[config.mk]
export PLATFORM = sky130hd
export DESIGN_NAME = queue_arbiter
export DESIGN_NICKNAME = d
export VERILOG_FILES = /design/src/rtl/queue_arbiter.sv
export SDC_FILE = /design/constraint.sdc
export NUM_CORES = 1
export LEC_CHECK = 0
export CORE_AREA = 2 2 45 68
export CTS_CLUSTER_SIZE = 28
export DETAILED_ROUTE_END_ITERATION = 10
export DIE_AREA = 0 0 47 70
export PLACE_DENSITY = 0.71
export SLEW_MARGIN = 20
export SYNTH_ARGS = -nofsm -noshare
export SYNTH_HDL_FRONTEND = slang
export SYNTH_SLANG_ARGS = --single-unit
export TNS_END_PERCENT = 30
[constraint.sdc]
create_clock -name clk -period 5.47 [get_ports clk]
set_input_delay 1.3675 -clock clk [delete_from_list [all_inputs] [get_ports clk]]
set_output_delay 1.3675 -clock clk [all_outputs]
set_load 0.1 [all_outputs]
[src/rtl/queue_arbiter.sv]
// Round-robin arbiter that funnels NUM_REQ requesters into a single queue enqueue port,
// with an optional burst lock that keeps the grant on one requester for up to MAX_BURST beats.
module queue_arbiter #(
    parameter int unsigned NUM_REQ    = 4,
    parameter int unsigned DATA_WIDTH = 4,
    parameter int unsigned MAX_BURST  = 2
) (
    input  logic                          clk,
    input  logic                          reset,
    input  logic [NUM_REQ-1:0]            io_in_valid,
    input  logic [NUM_REQ*DATA_WIDTH-1:0] io_in_data,
    output logic [NUM_REQ-1:0]            io_in_ready,
    output logic                          io_out_valid,
    output logic [DATA_WIDTH-1:0]         io_out_data,
    output logic [$clog2(NUM_REQ)-1:0]    io_out_id,
    input  logic                          io_out_ready,
    output logic [NUM_REQ-1:0]            io_grant,
    output logic                          io_busy
);

    localparam int unsigned IdW     = $clog2(NUM_REQ);
    localparam int unsigned CntW    = 4;
    localparam logic [CntW-1:0] MaxBurstC = CntW'(MAX_BURST);

    typedef enum logic {
        ST_FREE   = 1'b0,
        ST_LOCKED = 1'b1
    } state_e;

    state_e              state_q, state_d;
    logic [IdW-1:0]      owner_q, owner_d;
    logic [CntW-1:0]     burst_cnt_q, burst_cnt_d;
    logic [IdW-1:0]      rr_ptr_q, rr_ptr_d;

    logic [IdW-1:0]      grant_idx;
    logic                found;
    logic [IdW-1:0]      cand;
    logic                owner_valid;
    logic                xfer;
    logic [CntW-1:0]     nb;

    always_ff @(posedge clk or negedge reset) begin
        if (!reset) begin
            state_q     <= ST_FREE;
            owner_q     <= '0;
            burst_cnt_q <= '0;
            rr_ptr_q    <= '0;
        end else begin
            state_q     <= state_d;
            owner_q     <= owner_d;
            burst_cnt_q <= burst_cnt_d;
            rr_ptr_q    <= rr_ptr_d;
        end
    end

    // Grant selection: a held lock wins while its owner stays valid, else rotate from rr_ptr.
    always_comb begin
        grant_idx   = '0;
        found       = 1'b0;
        cand        = '0;
        owner_valid = io_in_valid[owner_q];
        if (state_q == ST_LOCKED && owner_valid) begin
            grant_idx = owner_q;
            found     = 1'b1;
        end else begin
            for (int unsigned k = 0; k < NUM_REQ; k++) begin
                cand = rr_ptr_q + IdW'(k);
                if (!found && io_in_valid[cand]) begin
                    grant_idx = cand;
                    found     = 1'b1;
                end
            end
        end
    end

    always_comb begin
        io_out_valid = |io_in_valid;
        io_grant     = '0;
        io_out_data  = '0;
        io_out_id    = '0;
        if (io_out_valid) begin
            io_out_id = grant_idx;
            for (int unsigned i = 0; i < NUM_REQ; i++) begin
                if (grant_idx == IdW'(i)) begin
                    io_grant[i] = 1'b1;
                    io_out_data = io_in_data[i*DATA_WIDTH +: DATA_WIDTH];
                end
            end
        end
        io_in_ready = io_grant & {NUM_REQ{io_out_ready}};
        io_busy     = (state_q == ST_LOCKED);
    end

    // Burst accounting: a beat only extends the burst if it came from the lock owner.
    always_comb begin
        state_d     = state_q;
        owner_d     = owner_q;
        burst_cnt_d = burst_cnt_q;
        rr_ptr_d    = rr_ptr_q;
        xfer        = io_out_valid && io_out_ready;
        nb          = ((state_q == ST_LOCKED && grant_idx == owner_q) ? burst_cnt_q : CntW'(0))
                      + CntW'(1);
        if (xfer) begin
            rr_ptr_d = grant_idx + IdW'(1);
            if (nb == MaxBurstC) begin
                state_d     = ST_FREE;
                burst_cnt_d = '0;
            end else begin
                state_d     = ST_LOCKED;
                owner_d     = grant_idx;
                burst_cnt_d = nb;
            end
        end else if (state_q == ST_LOCKED && !owner_valid) begin
            state_d     = ST_FREE;
            burst_cnt_d = '0;
        end
    end

endmodule

==> impl_metrics.env <==
export IMPL_fill_cells=243
export IMPL_stdcell_area_mm2=0.001710
export IMPL_hold_violations=0
export IMPL_rsz0062_at_grt="false"
export IMPL_cts_tree="done"
export IMPL_critPathBufInv=4
export IMPL_grt_total_usage_pct=19.38
export IMPL_antenna_found_initial=0
export IMPL_detail_route_iter0_violations=20
export IMPL_setup_worst_path_class="input pin to output pin"
export IMPL_synth_main_ff_cell="dfrtp_1"
export IMPL_dpl_cell_area_mm2=0.001605
export IMPL_numClockSinks=9
export IMPL_synth_warnings=0
export IMPL_synth_nets=156
export IMPL_synth_edf_count=0
export IMPL_netlist_area_leader_share_pct=21.92
export IMPL_async_reset_ff_share_pct=100.0
export IMPL_die_w_um=47
export IMPL_postRouteAntennaNets=0
export IMPL_portBuffers=38
export IMPL_grt_pass1_wl_mm=4.726
export IMPL_fin_skew_ns=0.002381
export IMPL_syn_area_per_cell_um2=8.088
export IMPL_ctsHoldBuffers=0
export IMPL_clockBufferDepth=2
export IMPL_final_common_cell="clkdlybuf4s50_1"
export IMPL_dp_worst_setup_slack_ns=-0.03377
export IMPL_final_cell_mix="20 x clkdlybuf4s50_1, 15 x nand2_1, 14 x nor2_1"
export IMPL_die_h_um=70
export IMPL_synth_top_cell_by_area="dfrtp_1"
export IMPL_root_buffer="clkbuf_8"
export IMPL_setup_viol=0
export IMPL_nets=201
export IMPL_fin_crit_sh_pct=95.22
export IMPL_path_cells="clkdlybuf4s50_1 -> a211o_1 -> nand2_2 -> inv_2 -> nand2_4 -> mux2_4 -> ha_4 -> buf_4 -> a22oi_1 -> nor2_1 -> a21oi_1 -> nor2_1 -> a21oi_1 -> nor2_2 -> buf_12"
export IMPL_worst_slew_pin_slew_ns=0.9631
export IMPL_dp_hpwl_mm=2.306
export IMPL_grt_overflow_total=0
export IMPL_startpoint_type="input pin"
export IMPL_die_area_mm2=0.003290
export IMPL_yosysSeqAreaShare_pct=21.92
export IMPL_rows=24
export IMPL_viasPerCell=5.105
export IMPL_post_cts_buffers=0
export IMPL_htreeDepth=1
export IMPL_crit_required_ns=4.10
export IMPL_multiInputGateArea_um2=779.5
export IMPL_arrival_ns=3.84
export IMPL_ys_ff_latch=9
export IMPL_worst_slack_ns=0.2615
export IMPL_ys_top_cells_by_area="dfrtp_1 22%, ha_1 7.3%, nand2_1 5.8%, nor2_1 5.8%, a21oi_1 5.4%"
export IMPL_place_gp_congestion=0.7654
export IMPL_coreArea_mm2=0.002763
export IMPL_clkSlewWorstSetupHoldPaths_ns=0.05
export IMPL_drcViolationCount=0
export IMPL_synth_distinct_cells=41
export IMPL_cp_max_fo=6
export IMPL_cts_made_buffers=3
export IMPL_hold_class="register to register"
export IMPL_worstSetupEndpointType="output pin"
export IMPL_period_minus_slack_ns=5.208
export IMPL_seq_area_um2=225.2
export IMPL_grt_max_degree=12
export IMPL_clk_latency_ns=0.25
export IMPL_fin_util_pct=61.91
export IMPL_wl_mm=2.881
export IMPL_relSlewSlack_pct=35.59
export IMPL_antenna_cells=0
export IMPL_drive_above_1_share_pct=33.33
export IMPL_cap_violations=0
export IMPL_slowest_stage="clkdlybuf4s50_1"
export IMPL_vias=1072
export IMPL_outcome="finished, final reports clean"
export IMPL_cpPeakStageDelay_ns=0.42
export IMPL_start_util_pct=37.18
export IMPL_syn_inst=127
export IMPL_fmax_ghz=0.1920
export IMPL_critPathTopFamily="buffers and inverters"
export IMPL_slew_viol_final=0
export IMPL_first_global_vias=1128
export IMPL_syn2layout_area_growth_pct=66.50
export IMPL_drtPass1Iterations=4
export IMPL_io_pins=39
export IMPL_synthesis_area_mm2=0.001027
export IMPL_wl_per_cell_um=13.72
## logic make-up (layout without fill, tap and decap cells)
logic type,Yosys count,after routing,synth area share [%]
mux,8,8,9.257
flops,9,9,21.92
fa+ha+maj,6,6,7.308
xor+xnor,4,4,4.142
compound gates,31,31,24.00
simple gates,55,55,26.19
buf+inv,14,58,7.187
## layer usage
layer	vias to the layer above	track usage, %	wire length, µm
met2	43	35.01	1562
met3	5	6.460	228
met1	496	18.72	1040
met4	0	7.407	49
li1	528	-	-
met5	-	0	0
## flip-flops by register name, indices dropped and copies added, names as in the netlist
signal       cells
owner_q          2
burst_cnt_q      4
rr_ptr_q         2
io_busy          1
## synth_stat cells (2+ instances only)
master,count
nand2_1,16
nor2_1,16
a21oi_1,11
dfrtp_1,9
ha_1,6
and3_1,5
clkbuf_1,5
a22oi_1,4
and2_1,4
inv_1,4
mux2_2,4
nor2b_1,3
o21ai_1,3
xnor2_1,3
a211oi_4,2
a21oi_2,2
inv_2,2
mux2_4,2
mux2i_1,2
nand3_1,2
nand4_1,2
## area by class of cell
class	count	area share, %
Clock buffer	3	2.414
Clock inverter	1	0.2926
Inverter	7	2.487
Multi-Input combinational cell	104	45.57
Sequential cell	9	13.17
Tap cell	39	2.853
Timing Repair Buffer	47	33.21
## tightest hold or removal path: stages (launching register included)
cell	delay, ns
dfrtp_1	0.39
nand2_1	0.06
o21ai_1	0.07
## repair_timing
| item | 4_1_cts | 5_1_grt |
|---|---|---|
| endpoints found under the setup margin | 3 | 4 |
| pin swaps | 0 | 4 |
| resized for setup | 1 | 16 |
## stage by stage
| step | setup TNS [ns] | cells | hold slack [ns] |
|---|---|---|---|
| after floorplan | -1.132 | 127 | 0.4923 |
| after global placement | 0 | 206 | 0.5297 |
| after detailed placement | -0.05738 | 206 | 0.5494 |
| after CTS | 0 | 210 | 0.5587 |
| after global routing | 0 | 210 | 0.5892 |
| final | 0 | 210 | 0.5621 |
## path summary, 6_finish.rpt
path / from / endpoint / slack (ns) / depth (start not counted)
min in group asynchronous: reset / owner_q[0]$_DFFE_PN0P_ / 1.42 / 1
max: io_in_valid[2] / io_out_data[3] / 0.26 / 15
max reg2reg: rr_ptr_q[1]$_DFFE_PN0P_ / owner_q[0]$_DFFE_PN0P_ / 2.51 / 11
min reg2reg: burst_cnt_q[0]$_DFFE_PN0P_ / burst_cnt_q[0]$_DFFE_PN0P_ / 0.56 / 2
min: burst_cnt_q[0]$_DFFE_PN0P_ / burst_cnt_q[0]$_DFFE_PN0P_ / 0.56 / 2
max in group asynchronous: reset / owner_q[1]$_DFFE_PN0P_ / 3.76 / 1
Power is left out: the tool's default activity adds up to more than one toggle a clock period on the data nets, which glitch-free logic cannot reach.
